<file path="config.mk">
export PLATFORM = sky130hd
export DESIGN_NAME = pattern_sequencer
export DESIGN_NICKNAME = d
export VERILOG_FILES = /design/src/rtl/pattern_seq_pkg.sv /design/src/rtl/pattern_seq_frame_counter.sv /design/src/rtl/pattern_sequencer.sv
export SDC_FILE = /design/constraint.sdc
export NUM_CORES = 1
export LEC_CHECK = 0
export ABC_AREA = 1
export CAP_MARGIN = 20
export CORE_ASPECT_RATIO = 0.8
export CORE_MARGIN = 2
export CORE_UTILIZATION = 46
export DETAILED_ROUTE_END_ITERATION = 8
export SLEW_MARGIN = 20
export SYNTH_ARGS = -nofsm -noshare
export SYNTH_HDL_FRONTEND = slang
export SYNTH_HIERARCHICAL = 1
export SYNTH_SLANG_ARGS = --single-unit
</file>
<file path="constraint.sdc">
create_clock -name i_clk -period 1.9 [get_ports i_clk]
set_input_delay 0.57 -clock i_clk [delete_from_list [all_inputs] [get_ports i_clk]]
set_output_delay 0.57 -clock i_clk [all_outputs]
set_load 0.005 [all_outputs]
</file>
<file path="src/rtl/pattern_seq_pkg.sv">
// pattern_seq_pkg: shared types, constants and step arithmetic for the pattern sequencer.
// Contents:
//   PATTERN_W, PATTERN_OFF : pattern-select width and the "off" (black) index
//   DWELL_W, BLANK_W       : dwell / blank counter widths
//   state_t + SHOW/PENDING/BLANK : FSM encoding (BLANK only reached when
//                                  PATTERN_SEQ_BLANK_EN is defined)
//   dir_e                  : step direction
//   pattern_step()         : next/prev index that wraps within 1..num-1, never hitting 0
package pattern_seq_pkg;

  localparam int unsigned PATTERN_W = 4;
  localparam logic [PATTERN_W-1:0] PATTERN_OFF = 4'd0;

  localparam int unsigned DWELL_W = 10;
  localparam int unsigned BLANK_W = 4;

  typedef logic [1:0] state_t;
  localparam state_t SHOW    = 2'd0;
  localparam state_t PENDING = 2'd1;
  localparam state_t BLANK   = 2'd2;

  typedef enum logic {DIR_NEXT, DIR_PREV} dir_e;

  // Index 0 is "off" and is never a step result.
  function automatic logic [PATTERN_W-1:0] pattern_step(input logic [PATTERN_W-1:0] p,
                                                        input dir_e                 dir,
                                                        input int unsigned          num);
    logic [PATTERN_W-1:0] last;
    last = PATTERN_W'(num - 1);
    if (dir == DIR_NEXT) begin
      return (p == last) ? 4'd1 : p + 4'd1;
    end
    return (p == 4'd1) ? last : p - 4'd1;
  endfunction

endpackage

</file>
<file path="src/rtl/pattern_seq_frame_counter.sv">
// pattern_seq_frame_counter: loadable, enable-gated up/down counter used for frame counting.
// Ports:
//   i_clk, i_rst_n : clock, asynchronous active-low reset (count resets to 0)
//   i_clear        : synchronous clear, highest priority
//   i_load         : load i_load_val
//   i_load_val     : value to load
//   i_en           : count one step (typically a frame strobe)
//   i_down         : 1 = decrement, 0 = increment
//   o_count        : current count
module pattern_seq_frame_counter #(
  parameter int unsigned WIDTH = 10
) (
  input  logic             i_clk,
  input  logic             i_rst_n,
  input  logic             i_clear,
  input  logic             i_load,
  input  logic [WIDTH-1:0] i_load_val,
  input  logic             i_en,
  input  logic             i_down,
  output logic [WIDTH-1:0] o_count
);

  logic [WIDTH-1:0] count_q, count_d;

  always_comb begin
    count_d = count_q;
    if (i_clear) begin
      count_d = '0;
    end else if (i_load) begin
      count_d = i_load_val;
    end else if (i_en) begin
      count_d = i_down ? count_q - 1'b1 : count_q + 1'b1;
    end
  end

  always_ff @(posedge i_clk or negedge i_rst_n) begin
    if (!i_rst_n) begin
      count_q <= '0;
    end else begin
      count_q <= count_d;
    end
  end

  assign o_count = count_q;

endmodule

</file>
<file path="src/rtl/pattern_sequencer.sv">
// pattern_sequencer: chooses the test pattern shown by the VGA pattern generator.
// Steps on next/prev pulses or automatically after DWELL_FRAMES frames; changes are applied
// only one clock after a frame strobe so no frame is torn.
// Optional feature macro: PATTERN_SEQ_BLANK_EN -- when defined, each transition shows
// BLANK_FRAMES black frames (pattern 0) before the new pattern.
// Ports:
//   i_clk, i_rst_n : pixel clock, asynchronous active-low reset
//   i_frame_strobe : one-cycle pulse at start of frame
//   i_next, i_prev : one-cycle step requests (both at once = ignored)
//   i_auto_en      : level, enables automatic cycling
//   o_pattern      : registered 4-bit pattern select
//   o_busy         : high while a transition is pending or blanking
module pattern_sequencer
  import pattern_seq_pkg::*;
#(
  parameter int unsigned NUM_PATTERNS  = 8,
  parameter int unsigned FIRST_PATTERN = 1,
  parameter int unsigned DWELL_FRAMES  = 120,
  parameter int unsigned BLANK_FRAMES  = 4
) (
  input  logic                 i_clk,
  input  logic                 i_rst_n,
  input  logic                 i_frame_strobe,
  input  logic                 i_next,
  input  logic                 i_prev,
  input  logic                 i_auto_en,
  output logic [PATTERN_W-1:0] o_pattern,
  output logic                 o_busy
);

  localparam logic [PATTERN_W-1:0] FIRST      = PATTERN_W'(FIRST_PATTERN);
  localparam logic [DWELL_W-1:0]   DWELL_LAST = DWELL_W'(DWELL_FRAMES - 1);

  state_t               state_q, state_d;
  logic [PATTERN_W-1:0] pattern_q, pattern_d;
  logic [PATTERN_W-1:0] target_q, target_d;

  logic                 req_next, req_prev, manual_req;
  dir_e                 dir;
  logic                 in_show, auto_fire;
  logic [DWELL_W-1:0]   dwell_cnt;
  logic [PATTERN_W-1:0] target_acc;

  assign req_next   = i_next & ~i_prev;
  assign req_prev   = i_prev & ~i_next;
  assign manual_req = req_next | req_prev;
  // Auto expiry is an implicit "next", so prev only wins when explicitly requested.
  assign dir        = req_prev ? DIR_PREV : DIR_NEXT;
  assign in_show    = (state_q == SHOW);

  // A manual request in the same cycle suppresses expiry: only one step is taken.
  assign auto_fire = in_show & i_auto_en & i_frame_strobe & (dwell_cnt == DWELL_LAST) &
                     ~manual_req;

  // Counter is held at zero outside SHOW, which gives the clear-on-entry behaviour.
  pattern_seq_frame_counter #(
    .WIDTH(DWELL_W)
  ) u_dwell_cnt (
    .i_clk      (i_clk),
    .i_rst_n    (i_rst_n),
    .i_clear    (~in_show | ~i_auto_en | manual_req | auto_fire),
    .i_load     (1'b0),
    .i_load_val ({DWELL_W{1'b0}}),
    .i_en       (in_show & i_auto_en & i_frame_strobe),
    .i_down     (1'b0),
    .o_count    (dwell_cnt)
  );

  // Presses while a transition is in flight accumulate onto the target.
  assign target_acc = manual_req ? pattern_step(target_q, dir, NUM_PATTERNS) : target_q;

`ifdef PATTERN_SEQ_BLANK_EN
  localparam logic [BLANK_W-1:0] BLANK_LAST = BLANK_W'(BLANK_FRAMES - 1);

  logic [BLANK_W-1:0] blank_cnt;

  pattern_seq_frame_counter #(
    .WIDTH(BLANK_W)
  ) u_blank_cnt (
    .i_clk      (i_clk),
    .i_rst_n    (i_rst_n),
    .i_clear    (1'b0),
    .i_load     ((state_q == PENDING) & i_frame_strobe),
    .i_load_val (BLANK_LAST),
    .i_en       ((state_q == BLANK) & i_frame_strobe & (blank_cnt != '0)),
    .i_down     (1'b1),
    .o_count    (blank_cnt)
  );
`else
  logic [BLANK_W-1:0] unused_blank_frames;
  assign unused_blank_frames = BLANK_W'(BLANK_FRAMES);
`endif

  always_comb begin
    state_d   = state_q;
    pattern_d = pattern_q;
    target_d  = target_q;
    case (state_q)
      SHOW: begin
        if (manual_req | auto_fire) begin
          target_d = pattern_step(pattern_q, dir, NUM_PATTERNS);
          state_d  = PENDING;
        end
      end
      PENDING: begin
        target_d = target_acc;
        if (i_frame_strobe) begin
`ifdef PATTERN_SEQ_BLANK_EN
          pattern_d = PATTERN_OFF;
          state_d   = BLANK;
`else
          pattern_d = target_acc;
          state_d   = SHOW;
`endif
        end
      end
`ifdef PATTERN_SEQ_BLANK_EN
      BLANK: begin
        target_d = target_acc;
        if (i_frame_strobe && (blank_cnt == '0)) begin
          pattern_d = target_acc;
          state_d   = SHOW;
        end
      end
`endif
      default: state_d = SHOW;
    endcase
  end

  always_ff @(posedge i_clk or negedge i_rst_n) begin
    if (!i_rst_n) begin
      state_q   <= SHOW;
      pattern_q <= FIRST;
      target_q  <= FIRST;
    end else begin
      state_q   <= state_d;
      pattern_q <= pattern_d;
      target_q  <= target_d;
    end
  end

  assign o_pattern = pattern_q;
  assign o_busy    = ~in_show;

endmodule

</file>
Yosys cells after proc, flatten, opt, wreduce, memory -nomap -nowiden:

Cells that the tools add are included.
Widths: inputs -> output; s select.

* register bits: 20
* input bits: 6
* output and inout port bits: 5
* logic and storage cells: 58

* add/sub/neg operators: 5
* eq/ne operators: 8
* muxes and demuxes: 19
* bitwise logic cells: 16
* reductions and logical operators: 6

Operators by type and width (count)
* $mux 4: 9
* $mux 10: 2
* $add 10x1->10 const B: 1
* $eq 10x7->1 const B: 1
* $add 4x1->4 const B: 2
* $eq 4x1->1 const B: 2
* $eq 4x3->1 const B: 2
* $pmux 4 s2: 1
* $sub 4x1->4 const B: 2
* $and 1x1->1: 6
* $reduce_and 2->1: 3
* $not 1->1: 5
* $or 1x1->1: 5
* $mux 1: 4
* $mux 2: 2
* $pmux 2 s2: 1
* $reduce_bool 2->1: 2
* $eq 2x1->1 const B: 1
* $logic_not 2->1: 1
* $ne 2x1->1 const B: 1
* $ne 2x2->1 const B: 1

Logic depth before layout (Yosys ltp):

Gate-level depths: netlist (run 1).

* depth after elaboration: 11
* depth in mapped cells: 11
* mapped depth without buffers: 11

Hierarchy:

The synthesis (run 1) kept the hierarchy.

By module, submodules not included
* pattern_seq_frame_counter: instances 1, cells each 144, area each 949.7 sq um, sequential area each 250.2 sq um
* pattern_sequencer: instances 1, cells each 138, area each 924.6 sq um, sequential area each 227.7 sq um

Worst setup path after synthesis (run 1):

Ideal clock, no wire load.

* path kind: input port to flip-flop
* from: input i_next
* to: register u_dwell_cnt.count_q[2], in the netlist u_dwell_cnt/o_count[2]
* library setup time: 0.095 ns
* data arrival time: 1.729 ns
* data required time: 1.805 ns
* slack: 0.075 ns
* stages on the path: 8
* path buffers: 1
* cells stage by stage: inv_1 ha_1 buf_6 nand2_4 nor2_2 nand2_1 o21bai_2 o31ai_1

* longest elaborated chain between the ends: 7
* elaborated cells on any way between the ends: 10
* those cells by class: mux: 1; bitwise: 8; reduce/logical: 1

RTL lines
* start, declared: line pattern_sequencer.sv:24 `input logic i_next,`
* $not 1->1: line pattern_sequencer.sv:45 `assign req_prev = i_prev & ~i_next;`
* $and 1x1->1: line pattern_sequencer.sv:45
* $or 1x1->1 (*): line pattern_sequencer.sv:46 `assign manual_req = req_next | req_prev;`
* $not 1->1: line pattern_sequencer.sv:53 `~manual_req;`
* $and 1x1->1: line pattern_sequencer.sv:52 `assign auto_fire = in_show & i_auto_en & i_frame_strobe & (dwell_cnt == DWELL_LAST) &`
* $or 1x1->1 (*): line pattern_sequencer.sv:61 `.i_clear (~in_show | ~i_auto_en | manual_req | auto_fire),`
* $mux 10 / $reduce_bool 2->1 (equally long branches)
* end signal, assigned: line pattern_seq_frame_counter.sv:40 `count_q <= count_d;`
* end, declared: line pattern_seq_frame_counter.sv:23 `logic [WIDTH-1:0] count_q, count_d;`

Mark *: on every way between the ends. The rest lies on a longest branch, timed or not.
A chain may end at the register's enable or synchronous reset.

Worst setup path after layout (run 1):

* from: register pattern_q[0], in the netlist o_pattern[0]
* to: output o_pattern[0]

RTL lines
* start, declared: line pattern_sequencer.sv:35 `logic [PATTERN_W-1:0] pattern_q, pattern_d;`
* start signal, assigned: line pattern_sequencer.sv:137 `pattern_q <= pattern_d;`
* end, declared: line pattern_sequencer.sv:27 `output logic [PATTERN_W-1:0] o_pattern,`

No word-level cell between the ends.

==> qor.csv, run 1 <==
metric;value;unit
pin_count;11;
htree_num_levels;1;
synth.avg_cell_area;6.646;um^2
synth_ff_type;dfrtp_1;
synthArstFlopShare;1.000;
drv_cap;0;
place_inst;373;
postSynthRegisterBits;19;
yosys-top-cells-area;dfrtp_1 (23%), nand2_1 (17%), ha_1 (10%), nand3_1 (8.8%), nor2_1 (7.8%);
via_per_inst;4.821;
stdcell_count;380;
grt_pass1_wl;7.541;mm
drtPass1Iterations;4;
totalPowerFinal;1.986;mW
portBuffers;10;
vias;1832;
hold_violations;0;
routed_wl;4.469;mm
diodes;0;
min_period;1.863;ns
drive_gt1_frac;0.1569;
p_leak;1.259;nW
setup_violations;0;
routabilityCongestion;0.8514;
skew;0.001313;ns
core-area;3854;um^2
ir_drop;668.5;uV
yosysTopAreaCell;dfrtp_1;
synth_warnings;6;
nets;348;
grt_antenna_before_repair;0;
pre_cts_slack;-0.4508;ns
die-area;4604;um^2
endpoint_kind;primary output;
cts_root_buf;clkbuf_8;
path_class;flip-flop to primary output;
synth_edf_count;0;
fp.dieH;61.10;um
cts_tree;yes;
layout_common_cells;nand2_1 (83), nor2_1 (38), nand3_1 (33);
gr-total-overflow;0;
first_iter_violations;135;
synthCells;282;
period_share;0.9805;
min_path_type;flip-flop to flip-flop;
start_kind;flip-flop;
critPathSlowestCell;dfstp_2;
numCtsBuffers;3;
ys_seq_area_frac;0.2550;
synth_area;1874;um^2
max_freq;0.5368;GHz
synth_cell_types;35;
crit_arrival;1.29;ns
drc;0;
whs;0.5252;ns
grt_pass1_vias;1583;
area_delta_synth_final;22.03;%
row_count;20;
wl_per_cell;11.76;um
die_w;75.37;um
hpwl;3.440;mm
cts_max_path_buffers;2;
crit_required;1.33;ns
initial_core_util;0.4864;
cp_top_family;flip-flops;
cellPowerDensity;868.5;nW/um^2
setup_ws;0.03711;ns
antenna_left;0;
clock_latency;0.25;ns
cts_sinks;19;
clkTransAtPathRegs;0.07;ns
synth_top_area_frac;0.2270;
slowest_delay;0.55;ns
grt_use_total;0.2155;
final_common_cell;nand2_1;
grt_max_degree;20;
cp_max_fo;2;
drv_slew;0;
status;complete, no violations;
worstPathCellList;clkdlybuf4s50_1;
path_buf_inv;1;
-- sequential cells by signal, indices dropped and copies added, names as in the netlist --
signal,cells
u_dwell_cnt/o_count,10
o_pattern,4
target_q,4
state_q,1
-- power breakdown --
part           switching [mW]  internal, mW  total (mW)  leakage, nW
clock network           0.136         0.146       0.281       0.0255
logic                   0.567         0.446        1.01        0.991
registers               0.174         0.518       0.692        0.243
-- final timing paths --
path                                   startpoint                     end  slack, ns  depth (start not counted)
max                                  o_pattern[0]            o_pattern[0]       0.04                          1
min                        u_dwell_cnt/o_count[5]  u_dwell_cnt/o_count[5]       0.53                          2
max reg2reg                           target_q[0]            o_pattern[1]       0.22                          7
min reg2reg                u_dwell_cnt/o_count[5]  u_dwell_cnt/o_count[5]       0.53                          2
max in group asynchronous                 i_rst_n            o_pattern[0]       0.98                          2
min in group asynchronous                 i_rst_n  u_dwell_cnt/o_count[6]       0.65                          2
-- layer usage --
layer  global-route usage  part of all wire  vias up  routed length [um]
li1                     -                 -      992                   -
met1               0.3660              0.58      812                2578
met2               0.2857              0.38       26                1708
met3              0.03437             0.036        2                 160
met4              0.03008            0.0047        0                  21
met5                    0                 0        -                   0
-- cell usage after synthesis, types with 3 or more instances --
cell      n
ha_1     15
nand3_2   3
inv_2     6
o21ai_0   4
dfrtp_1  17
nand2_4   3
nand2_1  84
o21ai_1   8
nand3_1  33
buf_4     3
xor2_1    3
inv_1    21
nand4_1  10
nor2_1   39
a21oi_1   6
-- area by class of cell --
cell class | count | area, um^2
fillers | 395 | 1567
multi-input cells | 248 | 1364
flip-flops and latches | 19 | 479.2
repair buffers | 24 | 212.7
clock inverters | 1 | 5.005
inverters | 30 | 116.4
clock buffers | 3 | 41.29
well taps | 55 | 68.82
-- kinds of logic (layout without fill, tap and decap cells) --
logic type	after synthesis	in the layout	share of synthesized area
xor gates and xnor gates	4	4	0.01870
and+or+nand+nor	182	182	0.4539
buffers and inverters	36	58	0.08478
DFF	19	19	0.2550
other	1	21	0.002001
AOI/OAI and AO/OA	24	25	0.07477
adders and majority gates	16	16	0.1108
-- through the flow --
stage,area (um^2),util,setup TNS (ns)
floorplan,1949,-,0
global placement,2165,0.5617,-5.846
detailed placement,2165,0.5617,-5.802
CTS,2257,0.5857,0
global route,2287,0.5935,-0.003110
finish,2287,0.5935,0
-- repair_timing --
| action | 4_1_cts | 5_1_grt |
|---|---|---|
| endpoints found under the setup margin | 13 | 13 |
| buffers inserted | 2 | 0 |
| hold buffers | 0 | 0 |
| cloned | 0 | 1 |
| pin swaps | 5 | 5 |
| gates resized for setup | 8 | 6 |
Power figures use the tool's default switching activity.
==> inputs of run 2 (changes only) <==
- MAX_ROUTING_LAYER: default -> met4
- PLACE_DENSITY: default -> 0.67
- clock period: 1.9 -> 1.7 ns (I/O delays scaled with it)
==> run 2 against run 1 <==
Sequential share of layout area down 0.39 points. Clock power increased by 12%. Flip-flop and latch count unchanged. Register-to-register slack got worse by 0.12 ns. Count of clock-buffer cells in the layout rose by 1.
==> qor.csv, run 2 (synthesis gave the netlist of run 1 again) <==
metric;value;unit;change
worstPathCellList;clkdlybuf4s50_1;;unchanged
min_path_type;flip-flop to flip-flop;;unchanged
rsz0062_at_grt;no;;
cellPowerDensity;989.4;nW/um^2;was 868.5 nW/um^2
grt_pass1_vias;1628;;was 1583
clock_latency;0.26;ns;was 0.25 ns
met1_usage;0.3534;;was 0.3660
met2_usage;0.3068;;was 0.2857
pwr-share-seq;0.313;;was 0.349
hold_violations;0;;unchanged
stdcell_count;387;;was 380
fin_tns_setup;0;ns;unchanged
first_iter_violations;166;;was 135
die-area;4604;um^2;unchanged
endpoint_kind;primary output;;unchanged
place_inst;377;;was 373
crit_required;1.19;ns;was 1.33 ns
start_kind;flip-flop;;unchanged
fp.dieH;61.10;um;unchanged
antenna_left;0;;unchanged
row_count;20;;unchanged
grt_busiest_layer;met1;;unchanged
cp_max_fo;2;;unchanged
ir_drop;723.7;uV;was 668.5 uV
path_class;flip-flop to primary output;;unchanged
portBuffers;10;;unchanged
path_buf_inv;1;;unchanged
cts_root_buf;clkbuf_8;;unchanged
crit_arrival;1.12;ns;was 1.29 ns
fill_cells;376;;was 395
area_delta_synth_final;24.37;%;was 22.03%
grt_max_degree;20;;unchanged
drive_gt1_frac;0.1717;;was 0.1569
pin_count;11;;unchanged
core-area;3854;um^2;unchanged
whs;0.5243;ns;was 0.5252 ns
cp_top_family;buffers and inverters;;was flip-flops
clkTransAtPathRegs;0.07;ns;about the same
routabilityCongestion;0.9049;;was 0.8514
drtPass1Iterations;4;;unchanged
reg2reg_setup_slack;0.10;ns;was 0.22 ns
numCtsBuffers;3;;unchanged
initial_core_util;0.4864;;unchanged
grt_use_total;0.2252;;was 0.2155
max_freq;0.6145;GHz;
grt_pass1_wl;7.555;mm;was 7.541 mm
intPower;1.304;mW;was 1.110 mW
sw_frac_of_total;0.4348;;was 0.4413
status;complete, no violations;;unchanged
nets;355;;was 348
diodes;0;;unchanged
cts_max_path_buffers;2;;unchanged
wl_per_cell;11.44;um;was 11.76 um
use_met3;0.03928;;was 0.03437
min_period;1.627;ns;
final_cell_area;2331;um^2;was 2287 um^2
slowest_delay;0.50;ns;was 0.55 ns
cts_sinks;19;;unchanged
totalPowerFinal;2.306;mW;was 1.986 mW
die_w;75.37;um;unchanged
routed_wl;4.429;mm;was 4.469 mm
dpl_cell_area;2222;um^2;was 2165 um^2
via_per_inst;4.814;;was 4.821
drc;0;;unchanged
p_leak;1.271;nW;was 1.259 nW
grt_antenna_before_repair;0;;unchanged
drv_slew;0;;unchanged
gr-total-overflow;0;;unchanged
largest_reg_flops;10;;unchanged
hpwl;3.455;mm;was 3.440 mm
final_common_cell;nand2_1;;unchanged
htree_num_levels;1;;unchanged
setup_violations;0;;unchanged
period_share;0.9572;;
p_switching;1.003;mW;was 876.6 uW
skew;0.007812;ns;was 0.001313 ns
power_frac_comb;0.550;;was 0.510
drv_cap;0;;unchanged
p_clk_frac;0.137;;was 0.142
cts_tree;yes;;unchanged
vias;1863;;was 1832
layout_common_cells;nand2_1 (82), nor2_1 (38), nand3_1 (33);;was nand2_1 (83), nor2_1 (38), nand3_1 (33)
critPathSlowestCell;clkdlybuf4s50_1;;was dfstp_2
==> run 2: final timing paths <==
check | startpoint | endpoint | cells after the start
worst max-delay path | state_q[0] | o_busy | 1
worst min-delay path | u_dwell_cnt/o_count[4] | u_dwell_cnt/o_count[4] | 2
worst max register to register | o_pattern[0] | target_q[2] | 9
worst min register to register | u_dwell_cnt/o_count[4] | u_dwell_cnt/o_count[4] | 2
max in group asynchronous | i_rst_n | target_q[0] | 2
min in group asynchronous | i_rst_n | u_dwell_cnt/o_count[4] | 2
==> run 2: routing by layer <==
layer / vias up / part of all wire
li1: 1006 / -
met1: 818 / 0.56
met2: 37 / 0.39
met3: 2 / 0.050
met4: 0 / 0.0032
met5: - / 0
==> run 2: metrics by stage <==
step / utilization / setup WS, ns
final: 0.6049 / 0.07268
after global routing: 0.6049 / 0.005781
after CTS: 0.6026 / 0.06005
after detailed placement: 0.5766 / -0.4390
after global placement: 0.5766 / -0.4032
after floorplan: - / 0.004672
==> run 2: repair_timing <==
item                       4_1_cts  5_1_grt
buffers inserted                 5        0
pin swaps                        7        0
setup endpoints to repair       18        6
resized for setup                8        3
cloned                           1        0
hold buffers                     0        0
==> run 2: final cells by class <==
class,count,area [um^2],area share
inverters,30,115.1,0.04938
clock buffers,4,45.04,0.01932
well taps,55,68.82,0.02952
repair buffers,31,255.2,0.1095
multi-input cells,248,1368,0.5867
flip-flops and latches,19,479.2,0.2056
==> run 2: power groups by stage <==
stage          sequential [mW]  clock, mW  combinational [mW]
2_1_floorplan            0.710          0               0.815
3_3_place_gp             0.765          0                1.16
3_5_place_dp             0.760          0                1.16
4_1_cts                  0.718      0.327                1.25
5_1_grt                  0.742      0.345                1.44
6_report                 0.722      0.316                1.27
